--- config.mk ---
export PLATFORM = sky130hd
export DESIGN_NAME = mem_stage
export DESIGN_NICKNAME = d
export VERILOG_FILES = /design/src/rtl/mem_stage_pkg.sv /design/src/rtl/mem_stage_load_extract.sv /design/src/rtl/mem_stage.sv
export SDC_FILE = /design/constraint.sdc
export NUM_CORES = 1
export LEC_CHECK = 0
export ABC_AREA = 1
export CELL_PAD_IN_SITES_DETAIL_PLACEMENT = 1
export CELL_PAD_IN_SITES_GLOBAL_PLACEMENT = 1
export CORE_MARGIN = 8
export CORE_UTILIZATION = 35
export CTS_CLUSTER_SIZE = 12
export DETAILED_ROUTE_END_ITERATION = 7
export GPL_TIMING_DRIVEN = 0
export PLACE_DENSITY_LB_ADDON = 0.1
export SYNTH_ARGS = -nofsm -noshare
export SYNTH_HDL_FRONTEND = slang
export SYNTH_SLANG_ARGS = --single-unit
--- constraint.sdc ---
create_clock -name clk -period 11.9 [get_ports clk]
set_clock_uncertainty 0.2 [all_clocks]
set_input_delay 1.19 -clock clk [delete_from_list [all_inputs] [get_ports clk]]
set_output_delay 1.19 -clock clk [all_outputs]
set_load 0.005 [all_outputs]
--- src/rtl/mem_stage_pkg.sv ---
// Shared pipeline header for the memory stage: bus widths, load-type codes and
// the misaligned-load helper used when MS_ADEL_CHECK_EN is defined.
package mem_stage_pkg;

   localparam int ES_TO_MS_BUS_WD = 74;
   localparam int MS_TO_WS_BUS_WD = 70;

   typedef enum logic [2:0] {
      LD_LW  = 3'd0,
      LD_LB  = 3'd1,
      LD_LBU = 3'd2,
      LD_LH  = 3'd3,
      LD_LHU = 3'd4
   } ld_type_e;

   // Codes 5-7 behave as LW, so they share the word-alignment rule.
   function automatic logic is_misaligned(input logic [2:0] ld_type, input logic [1:0] addr);
      logic mis;
      case (ld_type)
         LD_LB, LD_LBU: mis = 1'b0;
         LD_LH, LD_LHU: mis = addr[0];
         default:       mis = (addr != 2'b00);
      endcase
      return mis;
   endfunction

endpackage

--- src/rtl/mem_stage_load_extract.sv ---
// Combinational sub-word extraction of a little-endian load word with
// sign or zero extension selected by ld_type.
module load_extract
   import mem_stage_pkg::*;
(
   input  logic [31:0] word,
   input  logic [1:0]  addr,
   input  logic [2:0]  ld_type,
   output logic [31:0] result
);

   logic [7:0]  byte_sel;
   logic [15:0] half_sel;

   // Pick the byte and halfword lanes, then extend according to load type.
   always_comb begin
      byte_sel = 8'h00;
      half_sel = 16'h0000;
      result   = word;
      case (addr)
         2'd0:    byte_sel = word[7:0];
         2'd1:    byte_sel = word[15:8];
         2'd2:    byte_sel = word[23:16];
         2'd3:    byte_sel = word[31:24];
         default: byte_sel = word[7:0];
      endcase
      if (addr[1]) begin
         half_sel = word[31:16];
      end else begin
         half_sel = word[15:0];
      end
      case (ld_type)
         LD_LB:   result = {{24{byte_sel[7]}}, byte_sel};
         LD_LBU:  result = {24'h000000, byte_sel};
         LD_LH:   result = {{16{half_sel[15]}}, half_sel};
         LD_LHU:  result = {16'h0000, half_sel};
         default: result = word;
      endcase
   end

endmodule

--- src/rtl/mem_stage.sv ---
// Memory-access pipeline stage between execute and writeback.
// Optional misaligned-load detection is enabled by defining MS_ADEL_CHECK_EN.
module mem_stage
   import mem_stage_pkg::*;
(
   input  logic                       clk,
   input  logic                       reset,
   input  logic                       ws_allowin,
   output logic                       ms_allowin,
   input  logic                       es_to_ms_valid,
   input  logic [ES_TO_MS_BUS_WD-1:0] es_to_ms_bus,
   input  logic [31:0]                data_sram_rdata,
   output logic                       ms_to_ws_valid,
   output logic [MS_TO_WS_BUS_WD-1:0] ms_to_ws_bus,
   output logic                       ms_write_reg,
   output logic [4:0]                 ms_reg_dest,
   output logic [31:0]                ms_to_ds_bus
`ifdef MS_ADEL_CHECK_EN
   ,output logic                      ms_adel
`endif
);

   logic                       ms_valid_r;
   logic                       first_r;
   logic                       hold_valid_r;
   logic [31:0]                hold_data_r;
   logic [ES_TO_MS_BUS_WD-1:0] bus_r;

   logic        ms_ready_go;
   logic [2:0]  ld_type;
   logic        res_from_mem;
   logic        gr_we;
   logic [4:0]  dest;
   logic [31:0] alu_result;
   logic [31:0] pc;
   logic [31:0] raw_word;
   logic [31:0] load_value;
   logic [31:0] final_result;
   logic        gr_we_eff;

   assign ms_ready_go  = 1'b1;
   assign ms_allowin   = !ms_valid_r || (ms_ready_go && ws_allowin);
   assign ld_type      = bus_r[73:71];
   assign res_from_mem = bus_r[70];
   assign gr_we        = bus_r[69];
   assign dest         = bus_r[68:64];
   assign alu_result   = bus_r[63:32];
   assign pc           = bus_r[31:0];

   // Stage valid, first-cycle flag and held SRAM data for stalled loads.
   always_ff @(posedge clk) begin
      if (reset) begin
         ms_valid_r   <= 1'b0;
         first_r      <= 1'b0;
         hold_valid_r <= 1'b0;
      end else begin
         if (ms_allowin) begin
            ms_valid_r <= es_to_ms_valid;
         end
         first_r <= es_to_ms_valid && ms_allowin;
         if (ms_allowin) begin
            hold_valid_r <= 1'b0;
         end else if (ms_valid_r && first_r && !ws_allowin) begin
            hold_valid_r <= 1'b1;
         end
      end
   end

   // Data-path registers carry no reset; their contents are gated by the valids.
   always_ff @(posedge clk) begin
      if (es_to_ms_valid && ms_allowin) begin
         bus_r <= es_to_ms_bus;
      end
      if (ms_valid_r && first_r && !ws_allowin) begin
         hold_data_r <= data_sram_rdata;
      end
   end

   assign raw_word = hold_valid_r ? hold_data_r : data_sram_rdata;

   load_extract u_load_extract (
      .word    (raw_word),
      .addr    (alu_result[1:0]),
      .ld_type (ld_type),
      .result  (load_value)
   );

   // Result select and write-enable qualification.
   always_comb begin
      if (res_from_mem) begin
         final_result = load_value;
      end else begin
         final_result = alu_result;
      end
`ifdef MS_ADEL_CHECK_EN
      ms_adel   = ms_valid_r && res_from_mem && is_misaligned(ld_type, alu_result[1:0]);
      gr_we_eff = gr_we && !ms_adel;
`else
      gr_we_eff = gr_we;
`endif
   end

   assign ms_to_ws_valid = ms_valid_r && ms_ready_go;
   assign ms_to_ws_bus   = {gr_we_eff, dest, final_result, pc};
   assign ms_write_reg   = gr_we_eff && ms_valid_r;
   assign ms_reg_dest    = dest;
   assign ms_to_ds_bus   = final_result;

endmodule
==> results of run 1 <==
-- stage by stage --
step	util (%)	std cells	hold slack (ns)	setup WS [ns]
6_report	53.30	1027	0.3355	7.228
5_1_grt	53.30	1027	0.3664	7.077
4_1_cts	53.30	1027	0.3425	7.173
3_5_place_dp	51.52	1011	0.3309	7.182
3_3_place_gp	51.17	1009	0.2581	5.028
2_1_floorplan	-	574	0.2379	6.842
-- power breakdown --
group	internal, uW	switching, uW
Sequential	441	5.74
Clock	147	147
Combinational	135	95.2
-- cells in the final DEF, fill, tap and decap left out, drive strengths merged --
cell	n
a211oi	1
a21oi	45
and2	1
buf	94
clkbuf	15
clkdlybuf4s50	219
clkinv	2
dfxtp	3
edfxtp	106
inv	40
nand2	193
nand3	39
nand3b	1
nand4	2
nor2	30
nor3	1
o21ai	3
or2	16
-- registers in the layout, indices dropped and copies added (netlist names) --
register        count
bus_r              74
first_r             1
hold_data_r        32
hold_valid_r        1
ms_to_ws_valid      1
-- cell families (layout without fill, tap and decap cells) --
kind of cell           Yosys count  after routing  synth area share (%)
AO/OA/AOI/OAI                   49             49                 4.994
AND/OR/NAND/NOR                283            283                 22.40
buffers and inverters          133            370                 15.07
flip-flops                     109            109                 57.54
-- area by class of cell --
| type | count | area, um2 | share of cell area [%] |
|---|---|---|---|
| Buffer | 97 | 714.4 | 8.468 |
| Timing Repair Buffer | 221 | 2232 | 26.46 |
| Clock buffer | 10 | 229.0 | 2.714 |
| Multi-Input combinational cell | 332 | 1559 | 18.48 |
| Inverter | 36 | 135.1 | 1.602 |
| Sequential cell | 109 | 3243 | 38.44 |
| Clock inverter | 6 | 53.80 | 0.6377 |
| Tap cell | 216 | 270.3 | 3.203 |
-- routing by layer --
layer | up-vias | part of all wire, %
li1 | 2269 | -
met1 | 2229 | 40
met2 | 143 | 50
met3 | 14 | 9.0
met4 | 0 | 0.97
met5 | - | 0
-- worst max path at each step --
stage                     slack (ns)               end
after floorplan                 6.84          bus_r[0]
after global placement          5.03         bus_r[58]
after detailed placement        7.18  ms_to_ws_bus[45]
after CTS                       7.17  ms_to_ws_bus[45]
after global routing            7.08  ms_to_ws_bus[44]
final                           7.23  ms_to_ws_bus[43]
-- worst max-delay path, cell delays in order --
cell             delay [ns]
clkdlybuf4s50_1        0.48
nand2_1                0.06
nand2_1                0.13
nand2_1                0.07
nand2_1                0.06
inv_1                  0.05
nand2_2                0.08
nand3_4                0.11
buf_6                  0.18
a21oi_2                0.24
buf_4                  0.15
clkdlybuf4s50_1        0.49
==> metrics.md, run 1 <==
| Metric | Value |
|---|---|
| Critical path startpoint | data_sram_rdata[23] |
| GPL Wtd Cong | 0.8183 |
| Yosys warning count | 0 |
| Ant. Diodes | 0 |
| Worst EP required | 10.51 ns |
| PostCTS Resize Cnt | 0 |
| Main synth FF type | edfxtp_1 |
| Status | completed |
| PD cells | 115.1 nW/um2 |
| Drt initial violations | 234 |
| Start point of the worst min-delay path | first_r |
| CTS Hold Bufs | 0 |
| CTS max path bufs | 2 |
| Core area | 15830 um2 |
| Fin crit period | 4.672 ns |
| Cell Rows | 46 |
| I/O pin count | 220 |
| Total grt overflow | 0 |
| Critical R2R Capture | hold_data_r[30] |
| Crit start category | input port |
| Root buffer cell | clkbuf_16 |
| Nets | 916 |
| Reg2reg start | ms_to_ws_valid |
| Initial antenna violation count | 0 |
| Worst slew pin tran | 0.9313 ns |
| Dpl cell area | 8154 um2 |
| Final TNS setup | 0 ns |
| Post-synth top cells | nand2_1 (187), edfxtp_1 (106), buf_4 (80), a21oi_1 (36) |
| Die Ht | 142.9 um |
| Clock-pin slew on the worst setup and hold paths | 0.07 ns |
| Most common cell in the synthesized netlist | nand2_1 |
| Synth Instances | 574 |
| Routed vias/inst | 4.533 |
| WL/cell | 18.15 um |
| GRT Max-Usage Layer | met2 |
| Seq/Total Area, Yosys | 57.54% |
| Grt met1 use | 20.48% |
| Vias in the first global route | 5151 |
| Synth Cell Area | 5637 um2 |
| Largest area contributor in the netlist | edfxtp_1 |
| Filler cell count | 1790 |
| Yosys reg bits | 109 |
| Achievable frequency | 214.0 MHz |
| Die width | 142.9 um |
| Crit path kind | in2out |
| H-tree depth | 3 |
| Max FO, Critical Path | 10 |
| FF-to-FF setup slack | 9.66 ns |
| Worst Hold Class | reg2reg |
| GRT Overall Usage | 18.42% |
| Arrival time worst endpoint | 3.28 ns |
| Later-pin clock latency in the skew report | 0.35 ns |
| Remaining DRCs | 0 |
| Synthesized area per cell | 9.820 um2 |
| Finished layout cell area | 8437 um2 |
| Routed WL | 18640 um |
| CTS buffer count | 9 |
| Synth top area share | 56.47% |
| Async set-reset flop share out of synthesis | 0% |
| M2 GR Usage | 32.04% |
| Port buffer count | 219 |
| Pin count of the biggest net entering global routing | 33 |
| Slew Limit Fails | 0 |
| Rel. slew slack | 37.77% |
| Synth unique cells | 28 |
| Area contributors post-synth | edfxtp_1 (56%), nand2_1 (12%), buf_4 (11%) |
| Leakage power total | 0.003492 uW |
| RSZ-0062 raised after global routing | no |
| Initial Utilization | 35.61% |
| Final setup viols | 0 |
| DIE AREA | 20420 um2 |
| GR Util met3 | 7.813% |
| Critical Path End Type | output port |
| Area growth, synth to finish | 49.68% |
| TritonRoute pass-1 iters | 4 |
| ANT nets after route | 0 |
| Worst vdd ir | 84.14 uV |
| Hold path endpoint | hold_valid_r |
| Vias | 4655 |
| Hold Fails Final Rpt | 0 |
| First-pass GRT wire length | 28550 um |
| Layout cells sized above 1 | 18.50% |
| Clk sink count | 109 |
| EDFF count, synth | 106 |
| # Max-Cap Violations | 0 |
| Synthesized Nets | 684 |
| Post-CTS setup buffers | 0 |
| R2R cell count | 4 |
| Post-DP HPWL | 15130 um |
| CTS tree | yes |
| Total chip power | 971.0 uW |
| Hold path cells | 2 |
| Crit share post-route | 39.26% |
No activity file was read; power rests on OpenSTA's default activity.
==> inputs of run 2 (changes only) <==
CORE_UTILIZATION = 33   (was 35)
clock period = 4.4 ns   (was 11.9 ns; I/O delays follow)
==> run 2 against run 1 <==
Cell count increased by 0.39%; utilization decreased by 2.4 points; register-to-register slack got worse by 7.5 ns; sequential share of layout area decreased by 0.17 points; wire length increased by 1.3%; combinational power increased to 2.7 times the previous value; cell area increased by 0.44%; die area increased by 5.4%; worst hold slack improved by 0.0086 ns; critical path type is now reg2out; largest cell class unchanged; highest routed layer unchanged; critical endpoint is now ms_to_ws_bus[38]; setup slack got worse by 6.1 ns.
==> metrics.md, run 2 (synthesized netlist as in run 1, its figures left out) <==
| Metric | Value |
|---|---|
| Status | completed |
| FF-to-FF setup slack | 2.20 ns |
| Crit share post-route | 74.32% |
| Clk sink count | 109 |
| Worst path top cell family by delay | buffers and inverters |
| Fin crit period | 3.270 ns |
| CP Buf/Inv Count | 5 |
| RSZ-0062 raised after global routing | no |
| Die width | 146.7 um |
| Placed insts | 1015 |
| GRT Overall Usage | 17.41% |
| DIE AREA | 21520 um2 |
| H-tree depth | 3 |
| Clock-pin slew on the worst setup and hold paths | 0.07 ns |
| Cell Rows | 47 |
| Vias | 4657 |
| Worst slew pin tran | 0.9530 ns |
| Vias in the first global route | 5229 |
| Leakage power total | 0.003506 uW |
| Worst Hold Class | reg2reg |
| Root buffer cell | clkbuf_16 |
| # Max-Cap Violations | 0 |
| Arrival time worst endpoint | 2.63 ns |
| Die Ht | 146.7 um |
| PD cells | 318.3 nW/um2 |
| Crit-path cells | inv_2 > buf_2 > buf_6 > nand2_1 > nand2_1 > nand2_1 > nand3_1 > a21oi_1 > a21oi_1 > buf_4 > clkdlybuf4s50_1 |
| Area growth, synth to finish | 50.34% |
| Core area | 16640 um2 |
| Nets | 916 |
| Slowest CP cell | clkdlybuf4s50_1 |
| GPL Wtd Cong | 0.8384 |
| Port buffer count | 219 |
| Start point of the worst min-delay path | first_r |
| Ant. Diodes | 0 |
| Total chip power | 2697 uW |
| Pin count of the biggest net entering global routing | 33 |
| Post-DP HPWL | 15170 um |
| ANT nets after route | 0 |
| Hold path endpoint | hold_valid_r |
| Slew Limit Fails | 0 |
| CTS buffer count | 9 |
| Max FFs per register | 74 |
| Worst EP required | 3.76 ns |
| Total grt overflow | 0 |
| CP dominant cell by count | nand2_1 |
| Final Instance Count excl. Fillers | 1031 |
| CTS max path bufs | 2 |
| R2R cell count | 4 |
| Final TNS setup | 0 ns |
| Initial Utilization | 33.87% |
| CTS Hold Bufs | 0 |
| TritonRoute pass-1 iters | 4 |
| Layout cells sized above 1 | 18.50% |
| Final setup viols | 0 |
| Achievable frequency | 305.8 MHz |
| CTS tree | yes |
| Initial antenna violation count | 0 |
| Routed WL | 18880 um |
| Crit path kind | reg2out |
| Remaining DRCs | 0 |
| Hold Fails Final Rpt | 0 |
| Critical R2R Capture | hold_data_r[18] |
| Hold path cells | 2 |
| Slowest cell delay on critical path | 0.51 ns |
| Most frequent cells in the layout | clkdlybuf4s50_1 (219), nand2_1 (187), edfxtp_1 (106) |
| Critical Path End Type | output port |
| PostCTS Resize Cnt | 0 |
| I/O pin count | 220 |
| WHS | 0.3441 ns |
| WL/cell | 18.32 um |
| Worst vdd ir | 187.4 uV |
| Post-CTS setup buffers | 0 |
| First-pass GRT wire length | 29000 um |
| Routed vias/inst | 4.517 |
| Top flop regs | bus_r x74, hold_data_r x32 |
| Largest register by flop count | bus_r |
| Rel. slew slack | 36.32% |
| Later-pin clock latency in the skew report | 0.35 ns |
| Max FO, Critical Path | 10 |
| Crit start category | flip-flop |
| Most common cell after layout, fill and taps aside | clkdlybuf4s50_1 |
| Reg2reg start | ms_to_ws_valid |
| Drt initial violations | 201 |
run 2: layout make-up:
type	count	area, um2
clock buffers	9	225.2
plain buffers	97	714.4
clock inverters	7	90.09
inverters	36	135.1
well taps	220	275.3
flip-flops and latches	109	3243
repair buffers	221	2232
fillers	1864	8168
multi-input cells	332	1559
run 2: report_power, final:
group | internal [uW] | total, uW | switching [uW]
logic | 367 | 625 | 259
clock network | 457 | 864 | 407
registers | 1190 | 1210 | 15.6
total | 2020 | 2700 | 681
run 2: worst max path at each step:
| stage | start | end | slack (ns) | depth (start not counted) |
|---|---|---|---|---|
| floorplan | ws_allowin | bus_r[0] | 0.09 | 2 |
| CTS | bus_r[33] | ms_to_ws_bus[43] | 1.07 | 9 |
| finish | hold_valid_r | ms_to_ws_bus[38] | 1.13 | 11 |
| global route | hold_valid_r | ms_to_ws_bus[38] | 0.90 | 11 |
| global placement | ws_allowin | bus_r[59] | -1.87 | 3 |
| detailed placement | data_sram_rdata[23] | ms_to_ws_bus[43] | 1.15 | 12 |
run 2: metal layers:
layer  routed length [um]  GRT usage (%)  vias up
met2                 9375          30.32      144
met1                 7567          18.87     2232
met4                  263          4.946        0
met3                 1678          7.525       15
met5                    0              0        -
li1                     -              -     2266
run 2: metrics by stage:
stage	worst slack (ns)	util [%]	cell area [um2]
2_1_floorplan	0.09226	-	5637
3_3_place_gp	-1.872	48.70	8104
3_5_place_dp	1.153	49.03	8159
4_1_cts	1.065	50.92	8474
5_1_grt	0.8994	50.92	8474
6_report	1.130	50.92	8474
run 2: worst register-to-register path: stages (launching register included):
cell	delay (ns)
dfxtp_1	0.37
inv_1	0.05
nor2_1	0.25
inv_1	0.17
nor2_4	0.75
==> inputs of run 3 (changes only) <==
clock period = 3.3 ns   (was 4.4 ns; I/O delays follow)
==> run 3 against run 2 <==
Utilization grew 0.060 points; register-to-register slack lost 1.1 ns; total power up 32%; cell area increased by 0.12%; via count decreased by 0.49%; combinational power increased by 34%; sequential power up 33%; setup slack worse by 0.95 ns; worst hold slack worse by 0.032 ns; critical path depth stayed put; first-iteration DRC count increased by 2.5%.
==> metrics.md, run 3 (synthesized netlist as in run 1, its figures left out) <==
| Metric | Value |
|---|---|
| Vias in the first global route | 5197 |
| Achievable frequency | 320.1 MHz |
| Fin crit period | 3.124 ns |
| RSZ-0062 raised after global routing | no |
| Finished layout cell area | 8484 um2 |
| CTS tree | yes |
| Critical path startpoint | bus_r[33] |
| GRT Overall Usage | 17.72% |
| Crit share post-route | 94.66% |
| Port buffer count | 219 |
| ANT nets after route | 0 |
| Status | completed |
| First-pass GRT wire length | 29470 um |
| Rel. slew slack | 34.38% |
| Max FFs per register | 74 |
| CP dominant cell by count | buf_4 |
| Final setup viols | 0 |
| Crit start category | flip-flop |
| CTS max path bufs | 2 |
| Nets | 917 |
| Routed wl met2 | 9292 um |
| Total grt overflow | 0 |
| Worst vdd ir | 276.6 uV |
| # Max-Cap Violations | 0 |
| Leakage power total | 0.003514 uW |
| Area growth, synth to finish | 50.52% |
| Final worst slack | 0.1762 ns |
| Initial Utilization | 33.87% |
| Drt initial violations | 206 |
| Met3 wire len | 1489 um |
| Pre-CTS setup slack | 0.2949 ns |
| Final TNS setup | 0 ns |
| Reg2reg start | ms_to_ws_valid |
| Hold Fails Final Rpt | 0 |
| Start point of the worst min-delay path | es_to_ms_bus[26] |
| Placed insts | 1015 |
| Arrival time worst endpoint | 2.59 ns |
| Vias | 4634 |
| Core area | 16640 um2 |
| Dpl cell area | 8159 um2 |
| Clk sink count | 109 |
| WL/cell | 18.46 um |
| Slew Limit Fails | 0 |
| Die Ht | 146.7 um |
| CTS buffer count | 9 |
| Remaining DRCs | 0 |
| Worst EP required | 2.77 ns |
| WL met1 | 7936 um |
| Layout cells sized above 1 | 18.97% |
| PD cells | 419.6 nW/um2 |
| Crit path kind | reg2out |
| Largest register by flop count | bus_r |
| Cell Rows | 47 |
| Crit-path cells | buf_4 > inv_2 > nand3_1 > nand2_1 > inv_1 > nand2_2 > nand3_4 > buf_6 > a21oi_2 > buf_4 > clkdlybuf4s50_1 |
| H-tree depth | 3 |
| Routed vias/inst | 4.490 |
| Routed WL | 19050 um |
| Worst Hold Class | in2reg |
| Clock-pin slew on the worst setup and hold paths | 0.09 ns |
| Initial antenna violation count | 0 |
| Top flop regs | bus_r x74, hold_data_r x32 |
| Post-DP HPWL | 15290 um |
| Final Instance Count excl. Fillers | 1032 |
| Most common cell after layout, fill and taps aside | clkdlybuf4s50_1 |
| Max FO, Critical Path | 10 |
| Filler cell count | 1836 |
| TritonRoute pass-1 iters | 4 |
| DIE AREA | 21520 um2 |
| Slowest CP cell | clkdlybuf4s50_1 |
| I/O pin count | 220 |
| Ant. Diodes | 0 |
| Die width | 146.7 um |
| Later-pin clock latency in the skew report | 0.35 ns |
| Worst slew pin tran | 0.9820 ns |
| Slowest cell delay on critical path | 0.52 ns |
| Root buffer cell | clkbuf_16 |
| Pin count of the biggest net entering global routing | 33 |
| Top layer reached by signal wires | met4 |
| Most frequent cells in the layout | clkdlybuf4s50_1 (219), nand2_1 (187), edfxtp_1 (106) |
| GPL Wtd Cong | 0.8341 |
| Critical Path End Type | output port |
-- run 3: area by class of cell --
| class | instances | area, um2 | area share (%) |
|---|---|---|---|
| plain buffers | 97 | 718.2 | 8.465 |
| flip-flops and latches | 109 | 3244 | 38.24 |
| multi-input cells | 332 | 1567 | 18.46 |
| repair buffers | 222 | 2240 | 26.40 |
| clock inverters | 7 | 80.08 | 0.9438 |
| well taps | 220 | 275.3 | 3.244 |
| clock buffers | 9 | 225.2 | 2.654 |
| inverters | 36 | 135.1 | 1.593 |
-- run 3: power breakdown --
part / leakage (uW) / switching [uW] / internal [uW]
Combinational: 0.00233 / 346 / 491
Sequential: 0.00103 / 20.9 / 1590
Clock: 0.000151 / 571 / 543
Total: 0.00351 / 938 / 2620
-- run 3: worst paths after layout --
| kind | slack (ns) | to | cells after the start |
|---|---|---|---|
| worst max-delay path | 0.18 | ms_to_ws_bus[44] | 11 |
| worst max register to register | 1.12 | hold_data_r[30] | 4 |
| worst min register to register | 0.33 | hold_valid_r | 2 |
| worst min-delay path | 0.31 | bus_r[26] | 1 |
-- run 3: layer usage --
metal / vias to the layer above / GRT usage [%]
met4: 0 / 5.616
met2: 142 / 30.21
met1: 2200 / 19.95
li1: 2272 / -
met3: 20 / 6.972
met5: - / 0
-- run 3: through the flow --
stage / util, % / hold WS [ns] / total power, uW
global route: 50.98 / 0.2971 / 3721
detailed placement: 49.03 / 0.3266 / 2489
global placement: 48.71 / 0.2584 / 2465
finish: 50.98 / 0.3126 / 3560
CTS: 50.86 / 0.2994 / 3616
floorplan: - / 0.1991 / 1991
-- run 3: repair_timing --
item / 4_1_cts / 5_1_grt
endpoints found under the setup margin: 0 / 9
buffers inserted: 0 / 1
gates resized for setup: 0 / 5
hold buffers: 0 / 0
hold endpoints to repair: 0 / 0
-- run 3: critical path: cells and delay by family, from the launching register on --
kind                   cells  cell delay [ns]
and+or+nand+nor            4             0.42
DFF                        1             0.38
buffers and inverters      6             1.22
AOI/OAI and AO/OA          1             0.22
